[config.mk]
export PLATFORM = sky130hd
export DESIGN_NAME = check_scoreboard
export DESIGN_NICKNAME = d
export VERILOG_FILES = /design/src/rtl/check_scoreboard.sv
export SDC_FILE = /design/constraint.sdc
export NUM_CORES = 1
export LEC_CHECK = 0
export ABC_CLOCK_PERIOD_IN_PS = 5400
export CAP_MARGIN = 25
export CORE_AREA = 3 3 171 173
export DETAILED_ROUTE_END_ITERATION = 6
export DIE_AREA = 0 0 174 176
export PLACE_DENSITY_LB_ADDON = 0.08
export SYNTH_ARGS = -nofsm -noshare
export SYNTH_HDL_FRONTEND = slang
export SYNTH_SLANG_ARGS = --single-unit
[constraint.sdc]
create_clock -name clk -period 5.4 [get_ports clk]
set_clock_uncertainty 0.05 [all_clocks]
set_input_delay 1.62 -clock clk [delete_from_list [all_inputs] [get_ports clk]]
set_output_delay 1.62 -clock clk [all_outputs]
set_load 0.05 [all_outputs]
[src/rtl/check_scoreboard.sv]
// Scoreboard that follows each issued instruction through a fixed-latency delay line,
// scores the matching OpDone and reports a per-run verdict with the first failing word.
`timescale 1ns/1ps
module check_scoreboard #(
  parameter int CHK_LAT = 5,
  parameter int CNT_W   = 16,
  parameter int TO_W    = 8
) (
  input  logic             clk,
  input  logic             reset,
  input  logic             start,
  input  logic [CNT_W-1:0] num_insts,
  input  logic [TO_W-1:0]  timeout_lim,
  input  logic [31:0]      inst,
  input  logic             pcEn,
  input  logic             OpDone,
  output logic             busy,
  output logic             done,
  output logic             test_pass,
  output logic             timeout,
  output logic [CNT_W-1:0] pass_cnt,
  output logic [CNT_W-1:0] fail_cnt,
  output logic [CNT_W-1:0] spur_cnt,
  output logic             first_fail_vld,
  output logic [31:0]      first_fail_inst,
  output logic [1:0]       dbg_state
);

  // pcEn and OpDone are single-cycle strobes with no backpressure: a strobe is
  // consumed in the cycle it is high, and the scoreboard never stalls either side.

  typedef enum logic [1:0] {S_IDLE, S_RUN, S_DRAIN, S_DONE} state_t;

  localparam int               DR_W    = $clog2(CHK_LAT + 1);
  localparam logic [DR_W-1:0]  DR_LAST = DR_W'(CHK_LAT - 1);
  localparam logic [CNT_W-1:0] CNT_MAX = '1;
  localparam logic [TO_W-1:0]  WD_MAX  = '1;

  state_t                      state_q, state_d;
  logic [CNT_W-1:0]            num_q, num_d;
  logic [CNT_W-1:0]            issued_q, issued_d;
  logic [TO_W-1:0]             wd_q, wd_d;
  logic [DR_W-1:0]             drain_q, drain_d;
  logic [CHK_LAT-1:0]          dl_vld_q, dl_vld_d;
  logic [CHK_LAT-1:0][31:0]    dl_inst_q, dl_inst_d;
  logic [CNT_W-1:0]            pass_q, pass_d;
  logic [CNT_W-1:0]            fail_q, fail_d;
  logic [CNT_W-1:0]            spur_q, spur_d;
  logic                        timeout_q, timeout_d;
  logic                        ffv_q, ffv_d;
  logic [31:0]                 ffi_q, ffi_d;

  logic                        scoring;
  logic                        tail_vld;
  logic [31:0]                 tail_inst;
  logic [TO_W:0]               wd_inc;
  logic                        wd_fire;

  function automatic logic [CNT_W-1:0] sat_inc(input logic [CNT_W-1:0] v);
    return (v == CNT_MAX) ? v : v + CNT_W'(1);
  endfunction

  always_comb begin
    state_d   = state_q;
    num_d     = num_q;
    issued_d  = issued_q;
    wd_d      = wd_q;
    drain_d   = drain_q;
    pass_d    = pass_q;
    fail_d    = fail_q;
    spur_d    = spur_q;
    timeout_d = timeout_q;
    ffv_d     = ffv_q;
    ffi_d     = ffi_q;

    // Only issues that still count toward this run's quota enter the line as valid.
    dl_vld_d[0]  = (state_q == S_RUN) && pcEn && (issued_q != num_q);
    dl_inst_d[0] = inst;
    for (int i = 1; i < CHK_LAT; i++) begin
      dl_vld_d[i]  = dl_vld_q[i-1];
      dl_inst_d[i] = dl_inst_q[i-1];
    end

    tail_vld  = dl_vld_q[CHK_LAT-1];
    tail_inst = dl_inst_q[CHK_LAT-1];
    scoring   = (state_q == S_RUN) || (state_q == S_DRAIN);
    wd_inc    = {1'b0, wd_q} + (TO_W+1)'(1);
    wd_fire   = (timeout_lim != '0) && (wd_inc == {1'b0, timeout_lim});

    if (scoring) begin
      if (tail_vld && OpDone) begin
        pass_d = sat_inc(pass_q);
      end else if (tail_vld) begin
        fail_d = sat_inc(fail_q);
        if (!ffv_q) begin
          ffv_d = 1'b1;
          ffi_d = tail_inst;
        end
      end else if (OpDone) begin
        spur_d = sat_inc(spur_q);
      end
    end

    case (state_q)
      S_IDLE, S_DONE: begin
        if (start) begin
          state_d   = S_RUN;
          num_d     = num_insts;
          issued_d  = '0;
          wd_d      = '0;
          pass_d    = '0;
          fail_d    = '0;
          spur_d    = '0;
          timeout_d = 1'b0;
          ffv_d     = 1'b0;
          ffi_d     = '0;
          dl_vld_d  = '0;
        end
      end
      S_RUN: begin
        if (issued_q == num_q) begin
          state_d = S_DRAIN;
          drain_d = '0;
        end else if (pcEn) begin
          issued_d = issued_q + CNT_W'(1);
          wd_d     = '0;
        end else begin
          if (wd_q != WD_MAX) wd_d = wd_q + TO_W'(1);
          if (wd_fire) begin
            timeout_d = 1'b1;
            state_d   = S_DRAIN;
            drain_d   = '0;
          end
        end
      end
      S_DRAIN: begin
        // CHK_LAT cycles here lets the youngest tracked entry reach the tail.
        if (drain_q == DR_LAST) state_d = S_DONE;
        else                    drain_d = drain_q + DR_W'(1);
      end
      default: state_d = S_IDLE;
    endcase
  end

  always_ff @(posedge clk or negedge reset) begin
    if (!reset) begin
      state_q   <= S_IDLE;
      num_q     <= '0;
      issued_q  <= '0;
      wd_q      <= '0;
      drain_q   <= '0;
      dl_vld_q  <= '0;
      dl_inst_q <= '0;
      pass_q    <= '0;
      fail_q    <= '0;
      spur_q    <= '0;
      timeout_q <= 1'b0;
      ffv_q     <= 1'b0;
      ffi_q     <= '0;
    end else begin
      state_q   <= state_d;
      num_q     <= num_d;
      issued_q  <= issued_d;
      wd_q      <= wd_d;
      drain_q   <= drain_d;
      dl_vld_q  <= dl_vld_d;
      dl_inst_q <= dl_inst_d;
      pass_q    <= pass_d;
      fail_q    <= fail_d;
      spur_q    <= spur_d;
      timeout_q <= timeout_d;
      ffv_q     <= ffv_d;
      ffi_q     <= ffi_d;
    end
  end

  assign busy            = (state_q == S_RUN) || (state_q == S_DRAIN);
  assign done            = (state_q == S_DONE);
  assign test_pass       = done && (fail_q == '0) && (spur_q == '0) && !timeout_q;
  assign timeout         = timeout_q;
  assign pass_cnt        = pass_q;
  assign fail_cnt        = fail_q;
  assign spur_cnt        = spur_q;
  assign first_fail_vld  = ffv_q;
  assign first_fail_inst = ffi_q;
  assign dbg_state       = state_q;

endmodule
---- Yosys cells after proc, flatten, opt, wreduce, memory -nomap -nowiden ----
Index checks and enable logic that the tools add are counted.
word-level totals
  bits of input ports ..................... 61
  register bits after elaboration ......... 292
  logic and storage cells ................. 123
  output and inout port bits .............. 87
operators by class
  reduce and logical (&&, ||, !) cells .... 22
  add/sub/neg operators ................... 7
  muxes and demuxes ....................... 56
  equality and inequality tests ........... 21
operator list
  operator               count
  $mux 16                21
  $mux 32                6
  $add 16x1->16 const B  4
  $eq 16x16->1 const B   3
  $logic_not 16->1       2
  $mux 8                 4
  $pmux 16 s2            1
  $eq 16x16->1           1
  $ne 16x16->1           1
  $pmux 8 s2             1
  $reduce_and 4->1       4
  $mux 3                 4
  $ne 2x2->1 const B     6
  $mux 2                 5
  $mux 5                 2
  $add 8x1->9 const B    1
  $eq 9x8->1             1
  $mux 1                 9
  $ne 3x2->1 const B     3
  $add 8x1->8 const B    1
  $ne 8x8->1 const B     1
  $reduce_bool 8->1      1
  $logic_and 1x1->1      7
  $pmux 2 s3             1
  other kinds (14)       16

---- Logic depth before layout (Yosys ltp) ----
Gate-level depths: netlist (run 1).
  word-level depth ........................ 8
  gate-level depth with buffers ........... 10
  depth with buffers taken out ............ 9

---- Worst setup path after synthesis (run 1) ----
No wires, ideal clock.
  path kind ............................... reg2out
  start point ............................. register state_q[0], in the netlist dbg_state[0]
  end point ............................... output port test_pass
  path buffers ............................ 0
  required time ........................... 3.730 ns
  path slack .............................. 1.461 ns
  cell stages (with the launch flop) ...... 5
  data arrival time ....................... 2.269 ns
  cells stage by stage .................... dfrtp_1 -> ha_1 -> nor4bb_1 -> nand4_1 -> nor2_1
between the ends
  cells in the longest elaborated chain, start to end .. 4
ends and longest elaborated chain
  what                            line  RTL
  from (decl)                     39    state_t state_q, state_d;
  from (signal assigned)          161   state_q <= state_d;
  $eq 2x2->1                      178   assign done = (state_q == S_DONE);
  via done                        18    output logic done,
  $logic_and 1x1->1 (3 in a row)  179   assign test_pass = done && (fail_q == '0) && (spur_q == '0) && !timeout_q;
  to (decl)                       19    output logic test_pass,
The timed path passes the listed nets, and every way through them passes these cells.

---- Final worst setup path (run 1) ----
  start point ............................. register fail_q[0], in the netlist fail_cnt[0]
  end point ............................... output port test_pass
between the ends
  cells in the longest elaborated chain, start to end .. 4
ends and longest elaborated chain
  what                            line  RTL
  from (decl)                     47    logic [CNT_W-1:0] fail_q, fail_d;
  from (signal assigned)          169   fail_q <= fail_d;
  $logic_not 16->1                179
  $logic_and 1x1->1 (3 in a row)  179
No other way between the ends.

==> results of run 1 <==
-- area by class of cell --
cell class,count,share of cell area
flip-flops and latches,292,0.529
inverters,23,0.00625
multi-input cells,571,0.237
well taps,378,0.0343
repair buffers,156,0.113
clock inverters,14,0.0123
clock buffers,43,0.0677
-- where the power goes --
group	internal (W)	leakage, nW	switching [W]
clock network	0.00137	0.551	0.000869
registers	0.00238	3.67	0.000137
logic	0.000386	1.79	0.000819
-- registers in the layout, summed over array words and instances (netlist names), 5 cells and up --
name             flops
wd_q                 8
fail_cnt            16
num_q               16
dl_vld_q             5
spur_cnt            16
tail_inst           32
pass_cnt            16
issued_q            16
dl_inst_d          128
first_fail_inst     32
-- path summary, 6_finish.rpt --
path | start | to | slack [ps] | depth (start not counted)
worst max-delay path | fail_cnt[0] | test_pass | 1020 | 6
min in group asynchronous | reset | dl_inst_d[155] | 1120 | 1
worst max register to register | dbg_state[0] | wd_q[4] | 2360 | 9
worst min register to register | dl_inst_d[68] | dl_inst_d[100] | 290 | 0
worst min-delay path | dl_inst_d[68] | dl_inst_d[100] | 290 | 0
max in group asynchronous | reset | num_q[1] | 3140 | 2
-- cells by family after synthesis --
group,after synthesis,synth area share
flops,292,0.678
fa+ha+maj,13,0.0151
buf+inv,53,0.0186
xor+xnor,58,0.0471
simple gates,369,0.162
compound gates,123,0.0715
mux,8,0.00755
-- cell usage after synthesis, types with 4 or more instances --
| cell type | count | area [µm²] |
|---|---|---|
| nand2b_1 | 7 | 43.8 |
| nand4_1 | 22 | 138 |
| nand2_1 | 160 | 601 |
| nand3_1 | 27 | 135 |
| nor4_1 | 14 | 87.6 |
| a21oi_1 | 57 | 285 |
| nand3b_1 | 4 | 30.0 |
| xor2_1 | 32 | 280 |
| dfrtp_1 | 292 | 7310 |
| or3_1 | 13 | 81.3 |
| a21o_1 | 6 | 45.0 |
| clkbuf_1 | 27 | 101 |
| and2_1 | 10 | 62.6 |
| ha_1 | 13 | 163 |
| nor2_1 | 58 | 218 |
| inv_1 | 23 | 86.3 |
| nor3_1 | 24 | 120 |
| xnor2_1 | 26 | 228 |
| mux2i_1 | 7 | 70.1 |
| nor3b_1 | 8 | 60.1 |
| o21ai_0 | 26 | 130 |
| o22ai_1 | 5 | 31.3 |
| and3_1 | 7 | 43.8 |
-- through the flow --
stage	hold WS [ps]	setup WS (ps)	std cells	utilization
after floorplan	281	1460	916	-
after global placement	281	1390	1419	0.457
after detailed placement	285	1310	1419	0.457
after CTS	291	960	1476	0.497
after global routing	292	791	1477	0.497
final	287	1020	1477	0.497
-- placed cells by master, fill, tap and decap left out, types with 3 or more instances in the layout --
cell type	instances
a31oi_1	3
nor3_1	24
a41oi_1	3
and2_1	9
nor2_1	57
nand2_1	160
nor4_1	14
nand2b_1	7
or3_1	13
clkdlybuf4s50_1	146
o21ai_0	26
mux2i_1	7
nand3_1	27
nor3b_1	8
a21o_1	6
clkbuf_1	4
bufinv_16	3
clkbuf_16	34
inv_1	23
nor2b_1	3
buf_4	8
nand3b_1	4
dfrtp_1	292
xor2_1	32
clkbuf_8	5
nand4_1	22
clkinv_2	7
ha_1	13
a21oi_1	57
o22ai_1	5
a211oi_1	3
and3_1	7
xnor2_1	26
-- per-layer routing --
metal  up-vias  wire length, µm  GRT usage
li1       3441                -          -
met1      3547            10700      0.218
met2       172            10600      0.238
met3        30             1340     0.0363
met4         0              426     0.0419
met5         -                0          0
==> metrics.csv, run 1 <==
stage;metric;value;unit
worst_setup_path;slowest CP cell;clkdlybuf4s50_1;
worst_setup_path;CP endpoint kind;primary output;
drt;Total Wirelength;23.1;mm
place;Detailed Place HPWL;15.0;mm
timing;Final Setup Violations;0;
worst_hold_path;Worst Hold Class;reg -> reg;
power_and_ir_drop;P per Cell Area;432;nW/µm²
drt;Iter 0 DRT Violations;411;
timing;setup TNS;0;ps
timing;Worst Tran Pin Value;873;ps
outcome;status;finished clean;
floorplan;die height;176;µm
timing;fin. max-slew vios;0;
drt;DR WL/cell;15.6;µm
logic_synthesis;asr flop ratio synth;1.00;
floorplan;Ports;148;
clock_tree;clock root cell;clkbuf_16;
logic_synthesis;Syn Inst Count;916;
floorplan;FP Rows;61;
grt;Total GRT Usage;0.153;
floorplan;Core ar.;27800;µm²
clock_tree;Skew-Pair Late Insertion Delay;510;ps
worst_setup_path;worst path cell trace;inv_1, ha_1, nor4bb_1, nand4_1, nor2_1, clkdlybuf4s50_1;
logic_synthesis;synth unique cells;54;
drt;Avg Vias per Cell;4.87;
layout;diodes inserted;0;
floorplan;die area;30600;µm²
logic_synthesis;Syn Area/Cell;11.8;µm²
power_and_ir_drop;Leak Pwr;6.01;nW
clock_tree;Clk pin slew, worst setup/hold paths;60;ps
drt;Antenna Violating Nets Remaining;0;
logic_synthesis;Seq/Total Area, Yosys;0.678;
timing;Final Hold Vio Count;0;
clock_tree;CTS tree;yes;
worst_setup_path;crit path launch type;register;
timing;Tcrit/Tclk final;0.812;
logic_synthesis;post-synthesis cell area;10800;µm²
clock_tree;CTS-repair resized insts;0;
clock_tree;Sink Count;292;
drt;drc violations;0;
timing;Tmin final;4380;ps
worst_setup_path;Buf/Inv on CP;2;
floorplan;Initial Utilization;0.388;
logic_synthesis;Syn Nets;990;
layout;Final Cell Area;13800;µm²
drt;vias post-DR;7190;
layout;area of the multi-input gates;3280;µm²
grt;first-pass GRT wire length;38.2;mm
grt;GR Overflow Total;0;
worst_setup_path;CP Max Fanout;5;
clock_tree;CTS buffer count;34;
place;dpl cell area;12700;µm²
grt;pin count of the biggest net entering global routing;103;
layout;area delta synth->final;28.1;%
logic_synthesis;number of synthesized flops with an enable pin;0;
layout;fillers;2533;
grt;initial antenna violation count;0;
power_and_ir_drop;Max IR drop VDD;0.229;mV
clock_tree;Hold-fix buffers, CTS;0;
logic_synthesis;predominant post-synthesis flop cell;dfrtp_1;
run;maxcap violations;0;
worst_setup_path;Data arrival, critical path;2710;ps
worst_setup_path;Top delay family on crit path;buffers and inverters;
power_and_ir_drop;Pwr Total;0.00596;W
drt;Pre-antenna DRT Iters;4;
clock_tree;Post-CTS Setup Bufs;0;
clock_tree;Max clock buf depth;3;
timing;fmax;228;MHz
place;gp weighted congestion;0.783;
grt;number of global-route vias before repair;7127;
worst_setup_path;critical path class;reg -> out;
timing;Slew Limit Headroom;0.416;
floorplan;Die Width;174;µm
timing;RSZ-0062 raised after global routing;no;
layout;layout cells sized above 1;0.0692;
layout;nets;1152;
layout;FF/Latch Area;7310;µm²
clock_tree;CTS H-Tree Depth;2;
worst_setup_path;Worst path max stage delay;820;ps
place;number of port buffers;147;
worst_setup_path;Worst EP required;3730;ps
logic_synthesis;FF+latch count, synth;292;
logic_synthesis;yosys warns;0;
(Power assumes the default switching activity.)
==> inputs of run 2 (changes only) <==
--- a/config.mk
+++ b/config.mk
@@ -5,7 +5,7 @@
 export SDC_FILE = /design/constraint.sdc
 export NUM_CORES = 1
 export LEC_CHECK = 0
-export ABC_CLOCK_PERIOD_IN_PS = 5400
+export ABC_CLOCK_PERIOD_IN_PS = 3800
 export CAP_MARGIN = 25
 export CORE_AREA = 3 3 171 173
 export DETAILED_ROUTE_END_ITERATION = 6
==> constraint.sdc (replaced) <==
create_clock -name clk -period 3.8 [get_ports clk]
set_clock_uncertainty 0.05 [all_clocks]
set_input_delay 1.14 -clock clk [delete_from_list [all_inputs] [get_ports clk]]
set_output_delay 1.14 -clock clk [all_outputs]
set_load 0.05 [all_outputs]
==> run 2 against run 1 <==
Combinational power grew 46%. Core utilization hardly changed. Critical path depth unchanged. Final area hardly changed. Largest cell class unchanged. Critical endpoint unchanged. Largest power group unchanged. Wire length fell by 0.71%. Hold slack improved by 4.5 ps. Clock power is 31% higher. First-iteration DRC count is 3.4% higher. Power is 39% higher.
==> metrics.csv, run 2 (synthesis results as in run 1) <==
stage;metric;value;unit;change
layout;Core Util, Final;0.497;;about the same
drt;vias post-DR;7111;;-1.1%
layout;diodes inserted;0;;unchanged
timing;Final Setup Violations;0;;unchanged
layout;fillers;2556;;+0.91%
timing;fin. max-slew vios;0;;unchanged
drt;Iter 0 DRT Violations;425;;+3.4%
run;maxcap violations;0;;unchanged
timing;Slew Limit Headroom;0.589;;+0.173
worst_setup_path;CP endpoint kind;primary output;;
power_and_ir_drop;Pwr Total;0.00829;W;+39%
grt;initial antenna violation count;0;;unchanged
floorplan;FP Rows;61;;unchanged
floorplan;Ports;148;;unchanged
clock_tree;CTS H-Tree Depth;1;;-1
clock_tree;Sink Count;292;;unchanged
floorplan;Die Width;174;µm;unchanged
floorplan;Core ar.;27800;µm²;unchanged
clock_tree;Clk pin slew, worst setup/hold paths;60;ps;about the same
layout;nets;1157;;+0.43%
clock_tree;Post-CTS Setup Bufs;0;;unchanged
drt;Antenna Violating Nets Remaining;0;;unchanged
drt;Total Wirelength;22.9;mm;-0.71%
drt;Pre-antenna DRT Iters;5;;+1
timing;Tmin final;3630;ps;
layout;max reg flops;128;;unchanged
grt;number of global-route vias before repair;7207;;+1.1%
power_and_ir_drop;Leak Pwr;6.00;nW;-0.23%
clock_tree;Skew-Pair Late Insertion Delay;550;ps;+40 ps
outcome;status;finished clean;;
worst_setup_path;Worst EP required;2610;ps;-1120 ps
place;Detailed Place HPWL;15.3;mm;+1.7%
grt;Total GRT Usage;0.154;;+0.000377
floorplan;die area;30600;µm²;unchanged
grt;pin count of the biggest net entering global routing;87;;-16%
clock_tree;clock root cell;clkbuf_16;;
drt;DR WL/cell;15.4;µm;-1.2%
layout;layout cells sized above 1;0.0732;;+0.00408
worst_hold_path;Worst Hold Class;reg -> reg;;
worst_setup_path;crit path launch type;register;;
drt;Avg Vias per Cell;4.79;;-1.6%
timing;setup TNS;0;ps;unchanged
worst_setup_path;Top delay family on crit path;simple AND/OR/NAND/NOR gates;;
worst_setup_path;Worst path max stage delay;540;ps;-280 ps
clock_tree;CTS buffer count;31;;-8.8%
power_and_ir_drop;Max IR drop VDD;0.366;mV;+60%
timing;Worst Tran Pin Value;615;ps;-258 ps
timing;Tcrit/Tclk final;0.955;;
layout;FF/Latch Area;7310;µm²;unchanged
worst_setup_path;slowest CP cell;dlygate4sd2_1;;
timing;RSZ-0062 raised after global routing;no;;
drt;drc violations;0;;unchanged
place;gp weighted congestion;0.785;;+0.19%
worst_setup_path;Data arrival, critical path;2440;ps;-270 ps
worst_setup_path;worst path cell trace;inv_1, ha_1, nor4bb_1, nand4_1, nor2_1, dlygate4sd2_1;;
layout;commonest cells after routing, fill and taps aside;dfrtp_1, nand2_1, clkdlybuf4s50_1;;
clock_tree;CTS tree;yes;;
timing;Final Hold Vio Count;0;;unchanged
power_and_ir_drop;P per Cell Area;600;nW/µm²;+39%
grt;GR Overflow Total;0;;unchanged
timing;fmax;276;MHz;
grt;first-pass GRT wire length;38.7;mm;+1.4%
layout;commonest non-fill, non-tap cell in the layout;dfrtp_1;;
floorplan;die height;176;µm;unchanged
clock_tree;Max clock buf depth;3;;unchanged
place;number of port buffers;147;;unchanged
floorplan;Initial Utilization;0.388;;unchanged
layout;area delta synth->final;28.2;%;about the same
worst_setup_path;CP Max Fanout;5;;unchanged
worst_setup_path;critical path class;reg -> out;;
worst_setup_path;Buf/Inv on CP;2;;unchanged
layout;area of the multi-input gates;3280;µm²;unchanged
run 2: metal layers:
metal / vias up / part of all wire / track usage
met2: 153 / 0.45 / 0.234
met1: 3477 / 0.47 / 0.223
li1: 3444 / - / -
met5: - / 0 / 0
met3: 37 / 0.055 / 0.0353
met4: 0 / 0.025 / 0.0412
run 2: final timing paths:
check	start	end	slack (ps)	cells past startpoint
worst min-delay path	dl_inst_d[136]	tail_inst[8]	290	0
worst min register to register	dl_inst_d[136]	tail_inst[8]	290	0
min in group asynchronous	reset	first_fail_inst[29]	460	1
worst max register to register	dbg_state[0]	spur_cnt[8]	1170	8
max in group asynchronous	reset	dl_inst_d[86]	2460	2
worst max-delay path	fail_cnt[0]	test_pass	170	6
run 2: cell type report:
type	count	area share
Multi-Input combinational cell	571	0.237
Clock inverter	14	0.0103
Tap cell	378	0.0342
Sequential cell	292	0.529
Timing Repair Buffer	164	0.120
Clock buffer	42	0.0628
Inverter	23	0.00625
run 2: stage by stage:
stage               std cells  worst slack [ps]  hold WS (ps)  area [µm²]
floorplan                 916               341           281       10800
global placement         1427               451           281       12800
detailed placement       1427               421           285       12800
CTS                      1483               139           293       13800
global route             1484              13.5           301       13800
finish                   1484               172           292       13800
run 2: timing repair:
action                                  CTS  global route
resized for setup                         1             0
endpoints found under the setup margin    1             0
hold buffers                              0             0
run 2: worst reg2reg max path, cell delays in order, from the launching register on:
cell and delay, ps:
dfrtp_1 420, inv_1 90, ha_1 320, buf_4 200, nor3b_1 440, nand4_1 240, nand2b_1 280, or3_1 380
a21oi_1 140
run 2: report_power, final:
| group | switching (W) | internal, W |
|---|---|---|
| Sequential | 0.000195 | 0.00338 |
| Combinational | 0.00117 | 0.000603 |
| Clock | 0.00121 | 0.00173 |
==> inputs of run 3 (changes only) <==
--- a/config.mk
+++ b/config.mk
@@ -10,6 +10,7 @@
 export CORE_AREA = 3 3 171 173
 export DETAILED_ROUTE_END_ITERATION = 6
 export DIE_AREA = 0 0 174 176
+export DONT_BUFFER_PORTS = 1
 export PLACE_DENSITY_LB_ADDON = 0.08
 export SYNTH_ARGS = -nofsm -noshare
 export SYNTH_HDL_FRONTEND = slang
==> run 3 against run 2 <==
Fmax hardly changed. Core utilization is 5.0 points lower. Combinational power is 20% lower. First-iteration DRC count is 21% lower. Sequential power is 4% higher. Clock power is 5% higher. Via count is 6.3% lower. Hold slack worse by 11 ps. Final area is 10% lower. Die area stayed put. Sequential cell count stayed put. Register-to-register slack worse by 280 ps. Critical path type unchanged. Largest cell class unchanged.
==> metrics.csv, run 3 (synthesis results as in run 1) <==
stage;metric;value;unit;change
outcome;status;finished clean;;
timing;Slew Limit Headroom;0.499;;-0.0895
floorplan;Die Width;174;µm;unchanged
place;Detailed Place HPWL;14.5;mm;-5.2%
clock_tree;Skew-Pair Late Insertion Delay;500;ps;-50 ps
timing;Tmin final;3630;ps;+0.167 ps
worst_setup_path;Worst EP required;2610;ps;about the same
drt;Antenna Violating Nets Remaining;0;;unchanged
grt;number of global-route vias before repair;6726;;-6.7%
floorplan;FP Rows;61;;unchanged
layout;layout cells sized above 1;0.0939;;+0.0207
timing;RSZ-0062 raised after global routing;no;;
clock_tree;CTS tree;yes;;
timing;Final Hold Vio Count;0;;unchanged
power_and_ir_drop;Max IR drop VDD;0.410;mV;+12%
timing;setup TNS;0;ps;unchanged
worst_setup_path;CP Max Fanout;5;;unchanged
floorplan;die height;176;µm;unchanged
power_and_ir_drop;Leak Pwr;5.53;nW;-7.8%
layout;diodes inserted;0;;unchanged
timing;Worst Tran Pin Value;751;ps;+136 ps
worst_setup_path;worst path cell trace;nor4_1, nand4_1, nor2_1, buf_4;;
drt;drc violations;0;;unchanged
drt;Total Wirelength;22.9;mm;+0.21%
run;maxcap violations;0;;unchanged
clock_tree;Hold-fix buffers, CTS;0;;unchanged
grt;Total GRT Usage;0.150;;-0.00357
grt;pin count of the biggest net entering global routing;293;;+240%
worst_setup_path;Worst R2R Setup Slack;890;ps;-280 ps
clock_tree;Sink Count;292;;unchanged
layout;area delta synth->final;15.3;%;
grt;GR Overflow Total;0;;unchanged
floorplan;Ports;148;;unchanged
timing;Tcrit/Tclk final;0.955;;about the same
worst_setup_path;Data arrival, critical path;2440;ps;about the same
timing;fin. max-slew vios;0;;unchanged
floorplan;die area;30600;µm²;unchanged
clock_tree;Max clock buf depth;3;;unchanged
timing;fmax;276;MHz;about the same
worst_setup_path;Worst path max stage delay;610;ps;+70 ps
layout;commonest cells after routing, fill and taps aside;dfrtp_1, nand2_1, nor2_1, a21oi_1, clkbuf_16;;
floorplan;Core ar.;27800;µm²;unchanged
layout;area of the multi-input gates;3280;µm²;unchanged
clock_tree;CTS-repair resized insts;0;;-1
layout;FF/Latch Area;7310;µm²;about the same
clock_tree;Clk pin slew, worst setup/hold paths;60;ps;about the same
worst_setup_path;Worst R2R Path Depth;7;;-1
clock_tree;clock root cell;clkbuf_16;;
layout;Core Util, Final;0.447;;-0.0499
clock_tree;CTS H-Tree Depth;2;;+1
place;number of port buffers;0;;-100%
drt;DR WL/cell;17.0;µm;+10%
grt;first-pass GRT wire length;36.8;mm;-4.8%
timing;worst setup margin;171;ps;-0.167 ps
layout;commonest non-fill, non-tap cell in the layout;dfrtp_1;;
clock_tree;CTS buffer count;34;;+9.7%
grt;initial antenna violation count;0;;unchanged
worst_setup_path;crit path launch type;register;;
worst_setup_path;CP endpoint kind;primary output;;
drt;Avg Vias per Cell;4.95;;+3.2%
worst_hold_path;Worst Hold Class;in -> async;;
layout;fillers;2629;;+2.9%
timing;WHS;281;ps;-11.3 ps
place;placed insts;1288;;-9.7%
worst_setup_path;worst r2r dst;fail_cnt[7];;
clock_tree;Post-CTS Setup Bufs;0;;unchanged
layout;nets;1021;;-12%
power_and_ir_drop;P per Cell Area;662;nW/µm²;+10%
timing;Final Setup Violations;0;;unchanged
floorplan;Initial Utilization;0.388;;unchanged
place;gp weighted congestion;0.800;;+1.9%
worst_setup_path;slowest CP cell;nor4_1;;
drt;vias post-DR;6662;;-6.3%
drt;Iter 0 DRT Violations;334;;-21%
worst_setup_path;Worst R2R Start;fail_cnt[7];;
layout;max reg flops;128;;unchanged
drt;Pre-antenna DRT Iters;4;;-1
place;worst setup slack after placement;629;ps;+208 ps
layout;Layout Cells excl Fill;1347;;-9.2%
worst_setup_path;critical path class;reg -> out;;
[run 3: critical path, delay by kind of cell, from the launching register on]
kind	cells	cell delay, ps
buf+inv	1	230
flops	1	600
simple gates	3	1110
[run 3: how the worst max path moves through the flow]
stage                      start        end  slack, ps
floorplan           dbg_state[0]  test_pass        340
global placement     fail_cnt[1]  test_pass        680
detailed placement   fail_cnt[1]  test_pass        630
CTS                  fail_cnt[1]  test_pass         90
global route         fail_cnt[1]  test_pass         60
finish               spur_cnt[5]  test_pass        170
[run 3: final cells by class]
type	instances	area share
flip-flops and latches	292	0.588
clock inverters	12	0.00957
repair buffers	25	0.0167
inverters	23	0.00695
multi-input cells	571	0.264
clock buffers	46	0.0769
well taps	378	0.0381
[run 3: power breakdown]
group	internal, W	switching (W)	total [W]
logic	0.000464	0.000946	0.00141
clock network	0.00184	0.00125	0.00309
registers	0.00338	0.000344	0.00372
total	0.00568	0.00254	0.00822
[run 3: layer usage]
| metal | wire length (µm) | track usage |
|---|---|---|
| met3 | 2110 | 0.0570 |
| met1 | 9820 | 0.192 |
| met4 | 650 | 0.0536 |
| met5 | 0 | 0 |
| met2 | 10400 | 0.234 |
[run 3: per-stage QoR]
| stage | total power [W] | area [µm²] |
|---|---|---|
| 2_1_floorplan | 0.00472 | 10800 |
| 3_3_place_gp | 0.00518 | 11300 |
| 4_1_cts | 0.00836 | 12400 |
| 6_report | 0.00822 | 12400 |
| 3_5_place_dp | 0.00519 | 11300 |
| 5_1_grt | 0.00868 | 12400 |
